### src/rtl/jk_pkg.sv
// rtl/jk_pkg.sv - shared JK excitation codes and sequencer state type
package jk_pkg;

    // {j,k} excitation codes driven onto one flop of the bank
    localparam logic [1:0] JK_HOLD = 2'b00;
    localparam logic [1:0] JK_RST  = 2'b01;
    localparam logic [1:0] JK_SET  = 2'b10;
    localparam logic [1:0] JK_TGL  = 2'b11;

    // Sequencer phases: each step is one DRIVE cycle followed by one CHECK cycle
    typedef enum logic [1:0] {
        ST_IDLE  = 2'b00,
        ST_DRIVE = 2'b01,
        ST_CHECK = 2'b10,
        ST_DONE  = 2'b11
    } jk_state_e;

endpackage

### src/rtl/jk_excite.sv
// rtl/jk_excite.sv - one-bit JK excitation from current and target state
module jk_excite
    import jk_pkg::*;
(
    input  logic       q,
    input  logic       t,
    input  logic       use_toggle,
    output logic [1:0] jk
);

    // Hold when the bit already matches; otherwise set/reset, or toggle when requested
    always_comb begin
        jk = JK_HOLD;
        if (q != t) begin
            if (use_toggle) begin
                jk = JK_TGL;
            end else if (t) begin
                jk = JK_SET;
            end else begin
                jk = JK_RST;
            end
        end
    end

endmodule

### src/rtl/jk_seq_driver.sv
// rtl/jk_seq_driver.sv - sequences an external JK flop bank through a target table and checks it
module jk_seq_driver
    import jk_pkg::*;
#(
    parameter int WIDTH      = 4,
    parameter int DEPTH      = 8,
    parameter int USE_TOGGLE = 0
) (
    input  logic                       clk,
    input  logic                       reset,
    input  logic                       wr_en,
    input  logic [$clog2(DEPTH)-1:0]   wr_addr,
    input  logic [WIDTH-1:0]           wr_data,
    input  logic                       start,
    input  logic [$clog2(DEPTH):0]     len,
    input  logic [WIDTH-1:0]           q_fb,
    output logic [WIDTH-1:0]           j,
    output logic [WIDTH-1:0]           k,
    output logic                       busy,
    output logic                       done,
    output logic                       err,
    output logic [$clog2(DEPTH)-1:0]   err_idx
);

    localparam int AW = $clog2(DEPTH);
    localparam int LW = AW + 1;

    localparam logic          USE_TGL = (USE_TOGGLE != 0);
    localparam logic [AW-1:0] IDX_ONE = {{(AW-1){1'b0}}, 1'b1};
    localparam logic [LW-1:0] LEN_ONE = {{(LW-1){1'b0}}, 1'b1};

    jk_state_e         state_q, state_d;
    logic [AW-1:0]     idx_q, idx_d;
    logic [LW-1:0]     len_q, len_d;
    logic              err_q, err_d;
    logic [AW-1:0]     err_idx_q, err_idx_d;
    logic [WIDTH-1:0]  table_q [DEPTH];
    logic [WIDTH-1:0]  table_d [DEPTH];

    logic [WIDTH-1:0]  target;
    logic [1:0]        code [WIDTH];
    logic              last_step;
    logic              mismatch;

    assign target    = table_q[idx_q];
    assign last_step = ({1'b0, idx_q} == (len_q - LEN_ONE));
    assign mismatch  = (q_fb != target);

    for (genvar gi = 0; gi < WIDTH; gi++) begin : g_bit
        jk_excite u_excite (
            .q          (q_fb[gi]),
            .t          (target[gi]),
            .use_toggle (USE_TGL),
            .jk         (code[gi])
        );
    end

    // Excitation reaches the bank only during DRIVE; every other phase holds the bank
    always_comb begin
        j = '0;
        k = '0;
        if (state_q == ST_DRIVE) begin
            for (int i = 0; i < WIDTH; i++) begin
                j[i] = code[i][1];
                k[i] = code[i][0];
            end
        end
    end

    // Next-state logic: table writes in IDLE, run control, and the post-step comparison
    always_comb begin
        state_d   = state_q;
        idx_d     = idx_q;
        len_d     = len_q;
        err_d     = err_q;
        err_idx_d = err_idx_q;
        table_d   = table_q;
        case (state_q)
            ST_IDLE: begin
                if (wr_en) begin
                    table_d[wr_addr] = wr_data;
                end
                if (start) begin
                    err_d = 1'b0;
                    if (len != '0) begin
                        len_d     = len;
                        idx_d     = '0;
                        err_idx_d = '0;
                        state_d   = ST_DRIVE;
                    end else begin
                        state_d = ST_DONE;
                    end
                end
            end
            ST_DRIVE: begin
                state_d = ST_CHECK;
            end
            ST_CHECK: begin
                if (mismatch) begin
                    err_d     = 1'b1;
                    err_idx_d = idx_q;
                    state_d   = ST_IDLE;
                end else if (last_step) begin
                    state_d = ST_DONE;
                end else begin
                    idx_d   = idx_q + IDX_ONE;
                    state_d = ST_DRIVE;
                end
            end
            ST_DONE: begin
                state_d = ST_IDLE;
            end
            default: begin
                state_d = ST_IDLE;
            end
        endcase
    end

    // State, run registers and the target table; reset abandons any run and clears the table
    always_ff @(posedge clk or posedge reset) begin
        if (reset) begin
            state_q   <= ST_IDLE;
            idx_q     <= '0;
            len_q     <= '0;
            err_q     <= 1'b0;
            err_idx_q <= '0;
            for (int i = 0; i < DEPTH; i++) begin
                table_q[i] <= '0;
            end
        end else begin
            state_q   <= state_d;
            idx_q     <= idx_d;
            len_q     <= len_d;
            err_q     <= err_d;
            err_idx_q <= err_idx_d;
            for (int i = 0; i < DEPTH; i++) begin
                table_q[i] <= table_d[i];
            end
        end
    end

    assign busy    = (state_q != ST_IDLE);
    assign done    = (state_q == ST_DONE);
    assign err     = err_q;
    assign err_idx = err_idx_q;

endmodule

### config.mk
export PLATFORM = sky130hd
export DESIGN_NAME = jk_seq_driver
export DESIGN_NICKNAME = d
export VERILOG_FILES = /design/src/rtl/jk_pkg.sv /design/src/rtl/jk_excite.sv /design/src/rtl/jk_seq_driver.sv
export SDC_FILE = /design/constraint.sdc
export NUM_CORES = 1
export LEC_CHECK = 0
export ABC_CLOCK_PERIOD_IN_PS = 6100
export CORE_UTILIZATION = 44
export CTS_BUF_LIST = sky130_fd_sc_hd__clkbuf_2 sky130_fd_sc_hd__clkbuf_4 sky130_fd_sc_hd__clkbuf_8
export CTS_CLUSTER_DIAMETER = 50
export DETAILED_ROUTE_END_ITERATION = 8
export GPL_ROUTABILITY_DRIVEN = 0
export PLACE_DENSITY = 0.78
export SYNTH_ARGS = -nofsm -noshare
export SYNTH_HDL_FRONTEND = slang
export SYNTH_SLANG_ARGS = --single-unit
### constraint.sdc
create_clock -name clk -period 6.1 [get_ports clk]
set_input_delay 1.22 -clock clk [delete_from_list [all_inputs] [get_ports clk]]
set_output_delay 1.22 -clock clk [all_outputs]
set_load 0.05 [all_outputs]
Word-level counts from Yosys, hierarchy flattened
Cells that the tools add are included.

operators by class
  add/sub/neg operators = 2
  order comparisons = 3
  equality and inequality tests = 14
  muxes and demuxes = 31
  bitwise operators = 2
  reductions and logical operators = 10

operators by type and width
  kind                   count
  $bwmux W32             1
  $mux W2                12
  $mux W4                5
  $mux W3                5
  $bmux W4 S3            1
  $demux W4 S3           1
  $pmux W3 S2            2
  $ne A2 B2 Y1 const B   5
  $ge A4 B4 Y1 const B   2
  $not A3 Y4             2
  $pmux W2 S4            1
  $reduce_and A3 Y1      2
  $reduce_and A5 Y1      1
  $eq A2 B2 Y1 const B   2
  $eq A3 B4 Y1           1
  $lt A4 B1 Y1 const B   1
  $ne A1 B1 Y1           4
  $ne A4 B4 Y1           1
  $reduce_and A4 Y1      1
  $reduce_bool A2 Y1     2
  $reduce_bool A4 Y1     1
  $sub A4 B1 Y4 const B  1
  $add A3 B1 Y3 const B  1
  $eq A2 B1 Y1 const B   1
  other kinds (5)        6

storage, ports and cells
  bits in registers = 45
  word-level logic and storage cells = 75

Logic depth before layout (Yosys ltp)
Gate-level depths: netlist of the first run.

  word-level depth = 7
  mapped depth = 10
  mapped depth without buffers = 9

Hierarchy
A second synthesis of the first run with hierarchy kept.

unflattened totals
  cells, all modules = 221
  area, all modules = 2541.2 µm²

modules (own cells, without submodules)
  module         times used  cells each  area an instance (µm²)  seq. area each (µm²)
  jk_seq_driver  1           205         2431.1                  1126.1
  jk_excite      4           4           27.5                    0.0

Least setup slack after synthesis of the first run
OpenSTA, ideal clock, no wires.

  path kind = reg2out
  start = reg idx_q[0]
  end = out k[0]
  data arrival time = 1.926 ns
  required time = 4.880 ns
  setup slack = 2.954 ns
  stages on the path, launching flop included = 6
  buffers on the path = 1
  cell sequence = dfrtp_1 > buf_2 > mux4_2 > mux2i_1 > ha_1 > and2_1

on the way
  cells in the longest elaborated chain, start to end = 7

RTL lines
  what                                            RTL line                          RTL
  start: declaration                              jk_seq_driver.sv:33               logic [AW-1:0] idx_q, idx_d;
  start signal: assignment                        jk_seq_driver.sv:132              idx_q <= idx_d;
  $not A3 Y4 (implied by the code) (*)            jk_seq_driver.sv:45               assign target = table_q[idx_q];
  $bmux W4 S3 (*)                                 jk_seq_driver.sv:45
  $mux W4 (implied by the code) (*) (2 in a row)  jk_seq_driver.sv:45
  $mux W2 / $ne A1 B1 Y1 (equally long branches)  jk_excite.sv:17, jk_excite.sv:14
  $mux W2 (*)                                     jk_excite.sv:14                   if (q != t) begin
  $mux W4 (*)                                     jk_seq_driver.sv:62               if (state_q == ST_DRIVE) begin
  end: declaration                                jk_seq_driver.sv:18               output logic [WIDTH-1:0] k,

Mark *: on every way between the ends. The rest lies on a longest branch, timed or not. The select of a mux whose other input is x is not followed.

Worst setup path after layout of the first run
  start = reg idx_q[0]
  end = out k[2]

The elaborated chain is that of the path after synthesis.

==> results of run 1 <==
==> worst max-delay path, cell delays in order, from the launching register on <==
cell,delay (ns)
sky130_fd_sc_hd__dfrtp_1,0.77
sky130_fd_sc_hd__mux4_2,0.58
sky130_fd_sc_hd__mux2i_1,0.28
sky130_fd_sc_hd__ha_1,0.19
sky130_fd_sc_hd__and2_1,0.11
sky130_fd_sc_hd__clkdlybuf4s50_1,0.79
==> per-stage QoR <==
step / power [uW] / std cells / cell area (um2)
4_1_cts: 1294 / 292 / 2877
6_report: 1280 / 292 / 2877
3_5_place_dp: 1089 / 284 / 2775
3_3_place_gp: 1071 / 284 / 2775
5_1_grt: 1370 / 292 / 2877
2_1_floorplan: 937.1 / 186 / 2390
==> sequential cells by signal, summed over array words and instances (netlist names) <==
register and cells:
idx_q 3, len_q 4, state_q 2, err_idx 3, err 1, table_q 32
==> cell type report <==
| cell class | count | share of cell area, % |
|---|---|---|
| Clock buffer | 7 | 3.349 |
| Clock inverter | 1 | 0.1740 |
| Inverter | 15 | 1.957 |
| Multi-Input combinational cell | 121 | 40.93 |
| Sequential cell | 45 | 39.15 |
| Tap cell | 70 | 3.045 |
| Timing Repair Buffer | 33 | 11.40 |
==> cells by family (layout without fill, tap and decap cells) <==
family | Yosys count | count (layout)
mux | 51 | 51
flops | 45 | 45
simple gates | 44 | 44
buf+inv | 20 | 56
compound gates | 13 | 13
fa+ha+maj | 10 | 10
xor+xnor | 3 | 3
==> Yosys cell counts (2+ instances only) <==
cell type                 number  area share [%]
sky130_fd_sc_hd__nor2_1        9             1.4
sky130_fd_sc_hd__and2_1        9             2.4
sky130_fd_sc_hd__mux2_1        9             4.2
sky130_fd_sc_hd__ha_1         10             5.2
sky130_fd_sc_hd__dfrtp_1      45              47
sky130_fd_sc_hd__nand2_1       9             1.4
sky130_fd_sc_hd__inv_1        15             2.4
sky130_fd_sc_hd__nor2b_1       3            0.79
sky130_fd_sc_hd__mux2i_1       5             2.1
sky130_fd_sc_hd__and3_1        3            0.79
sky130_fd_sc_hd__xnor2_1       2            0.73
sky130_fd_sc_hd__mux4_2        8             7.5
sky130_fd_sc_hd__buf_2         3            0.63
sky130_fd_sc_hd__mux2_2       29              14
sky130_fd_sc_hd__a21o_1        2            0.63
sky130_fd_sc_hd__a22o_1        2            0.73
==> report_power, final <==
| part | total (uW) | internal (uW) | switching (uW) |
|---|---|---|---|
| Sequential | 534 | 433 | 101 |
| Clock | 199 | 102 | 96.9 |
| Combinational | 547 | 280 | 266 |
==> worst max-delay path by stage <==
stage,startpoint,end,slack (ns),cells after the start
after CTS,idx_q[0]$_DFFE_PP0P_,k[2],1.83,5
after global placement,q_fb[3],k[3],2.10,4
after global routing,idx_q[0]$_DFFE_PP0P_,j[2],1.67,6
after floorplan,idx_q[0]$_DFFE_PP0P_,k[0],2.95,5
after detailed placement,q_fb[1],k[1],2.10,4
final,idx_q[0]$_DFFE_PP0P_,k[2],1.86,5
==> metal layers <==
metal	up-vias	GRT usage, %	part of all wire (%)
met4	0	4.938	0.93
li1	733	-	-
met2	35	28.37	48
met3	6	4.233	3.9
met1	739	24.96	47
met5	-	0	0
==> qor.txt, run 1 <==
CTS
-------------------------------------------------------------------------------------
Clock transition at the registers of the reported paths ................      0.08 ns
Clock H-tree levels ....................................................            2
Clock net sink count ...................................................           45
Clock Tree Buf Depth ...................................................            2
Buffer count from post-CTS setup fixing ................................            0
Clock tree from TritonCTS ..............................................         done
Clock network latency to the later pin of the worst-skew pair ..........      0.30 ns
Clock buffers created by TritonCTS .....................................            5
Clock root buffer master ............................................... sky130_fd_sc_hd__clkbuf_8
Number of instances resized during post-cts repair .....................            0
Quantity of hold-fixing buffers added after cts ........................            0

FLOORPLAN
-------------------------------------------------------------------------------------
Die outline height .....................................................     75.70 um
Width of the chip ......................................................     75.70 um
Number of placed I/O pins ..............................................           33
Starting density of the core ...........................................       46.20%
DIE AREA ...............................................................     5730 um2
Std-Cell Rows ..........................................................           26
Core area ..............................................................     5172 um2

SYNTH
-------------------------------------------------------------------------------------
Area share of fa/ha/maj cells after synthesis ..........................       5.236%
Area fraction in compound gates after synthesis ........................       4.660%
Number of warnings reported in the yosys synthesis log .................            0
Synth Area per Inst ....................................................    12.85 um2
Post-Synth XOR/XNOR Area ...............................................       1.414%
Mapped Area ............................................................     2390 um2
Synth cell types .......................................................           39
Combinational family with the most area after synthesis ................ multiplexers
Leading register cell type out of synthesis ............................ sky130_fd_sc_hd__dfrtp_1
Sequential element share of the synthesized area .......................       47.12%
Register bit total from synthesis ......................................           45
Post-synth net total ...................................................          215
Synth Area in Simple Gates .............................................       10.42%
Multiplexer fraction of the synthesized cell area ......................       27.54%
Share of async-settable or async-resettable flops after synthesis ......       100.0%
Post-synthesis instance total ..........................................          186
Post-synth EDFFs .......................................................            0

STA
-------------------------------------------------------------------------------------
Setup repair after global routing missed its margin ....................           no
Max_slew headroom ......................................................       56.11%
Fmax ...................................................................    235.7 MHz
Least-Margin Pin Slew ..................................................    0.6584 ns
Final slew viol count ..................................................            0
Final Hold Viols .......................................................            0
Post-route minimum period ..............................................     4.243 ns
Number of endpoints failing setup at the final stage ...................            0
Setup TNS Final ........................................................         0 ns
Final setup slack of the worst path ....................................     1.857 ns
Hold slack final .......................................................    0.4861 ns
Final worst path period share ..........................................       69.56%
Layout Skew ............................................................  0.007887 ns

DETAILED ROUTING
-------------------------------------------------------------------------------------
Remaining antenna violation count ......................................            0
First-pass iteration count of the detailed router ......................            4
DRC violations left ....................................................            0
Starting DRC count in detailed routing .................................           38
Post-detailed-routing wire length ......................................      4497 um
Total via count in the routed design ...................................         1513
Wirelength per Cell ....................................................     15.40 um
Per-cell via count in the routed design ................................        5.182

PLACEMENT
-------------------------------------------------------------------------------------
Pre-CTS worst setup slack ..............................................     2.104 ns
DPL Wire Length ........................................................      3289 um
Number of port buffers .................................................           32

SETUP PATH
-------------------------------------------------------------------------------------
Register-to-register path setup slack ..................................      3.00 ns
Count of cells along the worst register-to-register path ...............            9
Kind of critical path ..................................................   reg -> out
Endpoint type of the worst setup path .................................. primary output
Crit path launch type ..................................................    flip-flop
Crit path max fanout ...................................................           13
Worst Path Arrival .....................................................      3.02 ns
Data required time at the worst endpoint ...............................      4.88 ns
Startpoint of the most critical register-to-register path .............. idx_q[0]$_DFFE_PP0P_
FF-to-FF End ........................................................... err_idx[2]$_DFFE_PP0P_

FINAL LAYOUT
-------------------------------------------------------------------------------------
Area added between synthesis and finish ................................       20.37%
Fraction of layout cells with a size suffix above 1 ....................       24.32%
Most frequent standard cell in the layout excluding fill and tap cells . sky130_fd_sc_hd__dfrtp_1
Antenna Cells ..........................................................            0
Fill cell count ........................................................          409
Area of all sequential standard cells ..................................     1126 um2
Multi-input gate area in the final layout ..............................     1177 um2
Utilization after layout ...............................................       55.61%
Net count reported at finish ...........................................          250
Commonest cells after routing, fill and taps aside ..................... sky130_fd_sc_hd__dfrtp_1, sky130_fd_sc_hd__clkdlybuf4s50_1, sky130_fd_sc_hd__mux2_2

POWER AND IR DROP
-------------------------------------------------------------------------------------
Power density over the cells ........................................... 445.1 nW/um2
Pleak ..................................................................  0.001262 uW
Worst voltage drop across the vdd grid .................................    0.2062 mV

GRT
-------------------------------------------------------------------------------------
Global-route wire length before repair .................................      7417 um
Initial antenna violation count ........................................            0
Overall overflow remaining after global route ..........................            0
Number of global-route vias before repair ..............................         1453
Total routing resource utilization after global routing ................       17.94%
Maximum number of pins on one net before global-route repair ...........           46

STATUS
-------------------------------------------------------------------------------------
Run status ............................................................. finished, final reports clean

HOLD PATH
-------------------------------------------------------------------------------------
Hold path endpoint ..................................................... table_q[7]$_DFFE_PP0P_
Worst hold start ....................................................... table_q[7]$_DFFE_PP0P_
Hold/Removal Path Class ................................................   reg -> reg
Worst hold path depth ..................................................            1

RUN
-------------------------------------------------------------------------------------
Count of max-cap constraint violations .................................            0

No activity file was read; power rests on OpenSTA's default activity.
==> run 2, diff against run 1 <==
- ABC_CLOCK_PERIOD_IN_PS: 6100 -> 3500
- PLACE_DENSITY: 0.78 -> 0.81
- clock period: 6.1 -> 3.5 ns (I/O delays scaled with it)
==> run 2 against run 1 <==
First-iteration DRC count increased by 58%. Total power grew 71%. Critical path depth increased by 1. Combinational power rose by 73%. Wire length is 1.2% lower. Die area unchanged. Critical endpoint is now j[1]. Utilization down 0.53 points. Clock power up 62%. Sequential share of layout area grew 0.38 points.
==> qor.txt, run 2 (synthesis results as in run 1) <==
SETUP PATH
--------------------------------------------------------------------------------------
Cell type group with the largest total delay on the critical path ....... multiplexers
Worst-path cell chain ................................................... mux4_2 -> mux2i_1 -> inv_1 -> ha_1 -> and2_1 -> buf_4
Endpoint type of the worst setup path ................................... primary output
Count of cells along the worst register-to-register path ................            9   unchanged
Crit path max fanout ....................................................           13   unchanged
Worst path bufs/invs ....................................................            2   +1
Worst Path Arrival ......................................................      2.47 ns   -0.55 ns
Crit path launch type ...................................................    flip-flop
Data required time at the worst endpoint ................................      2.80 ns   -2.08 ns
CP Depth ................................................................            6   +1
Kind of critical path ...................................................   reg -> out
Critical Path Max Stage Delay ...........................................      0.77 ns   -0.02 ns
Library cell contributing the largest single delay on the critical path . sky130_fd_sc_hd__dfrtp_1

STA
--------------------------------------------------------------------------------------
Setup repair after global routing missed its margin .....................           no
Layout Skew .............................................................   0.01026 ns   +0.002374 ns
Final Hold Viols ........................................................            0   unchanged
Setup TNS Final .........................................................         0 ns   unchanged
Final setup slack of the worst path .....................................    0.3349 ns   -1.522 ns
Fmax ....................................................................    315.9 MHz
Final slew viol count ...................................................            0   unchanged
Final worst path period share ...........................................       90.43%
Max_slew headroom .......................................................       32.86%   -23 points
Post-route minimum period ...............................................     3.165 ns
Least-Margin Pin Slew ...................................................     1.001 ns   +0.3425 ns
Number of endpoints failing setup at the final stage ....................            0   unchanged

GRT
--------------------------------------------------------------------------------------
Initial antenna violation count .........................................            0   unchanged
Total routing resource utilization after global routing .................       18.06%   +0.12 points
Overall overflow remaining after global route ...........................            0   unchanged
Global-route wire length before repair ..................................      7334 um   -1.1%
Maximum number of pins on one net before global-route repair ............           30   -35%
Number of global-route vias before repair ...............................         1469   +1.1%

PLACEMENT
--------------------------------------------------------------------------------------
DPL Wire Length .........................................................      3413 um   +3.8%
Cell area after placement ...............................................     2763 um2   -0.45%
Number of port buffers ..................................................           32   unchanged
Pre-CTS worst setup slack ...............................................    0.4678 ns   -1.636 ns

DETAILED ROUTING
--------------------------------------------------------------------------------------
Wirelength per Cell .....................................................     15.16 um   -1.5%
First-pass iteration count of the detailed router .......................            4   unchanged
Total via count in the routed design ....................................         1527   +0.93%
Starting DRC count in detailed routing ..................................           60   +58%
DRC violations left .....................................................            0   unchanged
Remaining antenna violation count .......................................            0   unchanged
Post-detailed-routing wire length .......................................      4443 um   -1.2%
Per-cell via count in the routed design .................................        5.212   +0.58%

FINAL LAYOUT
--------------------------------------------------------------------------------------
Fraction of layout cells with a size suffix above 1 .....................       28.25%   +3.9 points
Most frequent standard cell in the layout excluding fill and tap cells .. sky130_fd_sc_hd__dfrtp_1
Commonest cells after routing, fill and taps aside ...................... sky130_fd_sc_hd__dfrtp_1, sky130_fd_sc_hd__mux2_2, sky130_fd_sc_hd__clkdlybuf4s50_1
Utilization after layout ................................................       55.08%   -0.53 points
Final instance area .....................................................     2849 um2   -0.96%
Most flops, register ....................................................      table_q
Net count reported at finish ............................................          251   +0.40%
Area added between synthesis and finish .................................       19.21%
Antenna Cells ...........................................................            0   unchanged
Registers with the highest flip-flop counts ............................. table_q: 32 flops, len_q: 4 flops
Largest register FFs ....................................................           32   unchanged
Fill cell count .........................................................          431   +5.4%

CTS
--------------------------------------------------------------------------------------
Quantity of hold-fixing buffers added after cts .........................            0   unchanged
Clock transition at the registers of the reported paths .................      0.09 ns   about the same
Clock buffers created by TritonCTS ......................................            5   unchanged
Clock net sink count ....................................................           45   unchanged
Clock Tree Buf Depth ....................................................            2   unchanged
Clock network latency to the later pin of the worst-skew pair ...........      0.30 ns   about the same
Clock H-tree levels .....................................................            2   unchanged
Number of instances resized during post-cts repair ......................            0   unchanged
Clock root buffer master ................................................ sky130_fd_sc_hd__clkbuf_8
Buffer count from post-CTS setup fixing .................................            0   unchanged
Clock tree from TritonCTS ...............................................         done

HOLD PATH
--------------------------------------------------------------------------------------
Worst hold path depth ...................................................            1   unchanged
Hold/Removal Path Class .................................................   reg -> reg

FLOORPLAN
--------------------------------------------------------------------------------------
Std-Cell Rows ...........................................................           26   unchanged
Starting density of the core ............................................       46.20%   unchanged
Core area ...............................................................     5172 um2   unchanged
Number of placed I/O pins ...............................................           33   unchanged
Width of the chip .......................................................     75.70 um   unchanged
Die outline height ......................................................     75.70 um   unchanged
DIE AREA ................................................................     5730 um2   unchanged

RUN
--------------------------------------------------------------------------------------
Count of max-cap constraint violations ..................................            0   unchanged

STATUS
--------------------------------------------------------------------------------------
Run status .............................................................. finished, final reports clean

POWER AND IR DROP
--------------------------------------------------------------------------------------
Worst voltage drop across the vdd grid ..................................    0.2945 mV   +43%
Pleak ...................................................................  0.001273 uW   +0.84%
Total Power Consumption .................................................      2195 uW   +71%
Power density over the cells ............................................ 770.3 nW/um2   +73%

-- run 2: cell types whose count changed in the layout (fill, tap and decap cells not counted) --
cell / before / now
sky130_fd_sc_hd__clkbuf_4: 0 / 1
sky130_fd_sc_hd__clkbuf_8: 7 / 5
sky130_fd_sc_hd__clkdlybuf4s50_1: 32 / 24
sky130_fd_sc_hd__clkinv_1: 0 / 1
sky130_fd_sc_hd__inv_1: 15 / 14
sky130_fd_sc_hd__clkinv_2: 1 / 2
sky130_fd_sc_hd__buf_4: 1 / 10
-- run 2: worst paths after layout --
kind	endpoint	start	slack [ns]
worst max-delay path	j[1]	idx_q[0]$_DFFE_PP0P_	0.33
worst min-delay path	err$_DFFE_PP0P_	err$_DFFE_PP0P_	0.49
worst max register to register	err_idx[2]$_DFFE_PP0P_	idx_q[0]$_DFFE_PP0P_	0.49
worst min register to register	err$_DFFE_PP0P_	err$_DFFE_PP0P_	0.49
max in group asynchronous	table_q[29]$_DFFE_PP0P_	reset	2.07
min in group asynchronous	err_idx[2]$_DFFE_PP0P_	reset	0.82
-- run 2: area by class of cell --
cell class	instances	area, um2	share of cell area (%)
Clock inverter	2	10.01	0.3513
Clock buffer	6	76.32	2.679
Timing Repair Buffer	34	315.3	11.07
Tap cell	70	87.58	3.074
Sequential cell	45	1126	39.53
Inverter	15	56.30	1.976
Multi-Input combinational cell	121	1177	41.33
-- run 2: report_power, final --
group	internal, uW	switching (uW)	leakage (uW)
combinational	485	462	0.000670
sequential	755	171	0.000555
clock	146	176	0.0000484
total	1390	808	0.00127
-- run 2: stage by stage --
step,hold WS [ns],std cells
6_report,0.4899,293
5_1_grt,0.5084,293
4_1_cts,0.4898,293
3_5_place_dp,0.4710,285
3_3_place_gp,0.4627,285
2_1_floorplan,0.4524,186
-- run 2: layer usage --
metal / share of wire, % / global-route usage (%) / routed length (um) / up-vias
met4: 1.6 / 7.407 / 73 / 0
li1: - / - / - / 733
met1: 47 / 23.52 / 2093 / 758
met3: 3.3 / 3.968 / 147 / 6
met2: 48 / 29.46 / 2129 / 30
met5: 0 / 0 / 0 / -
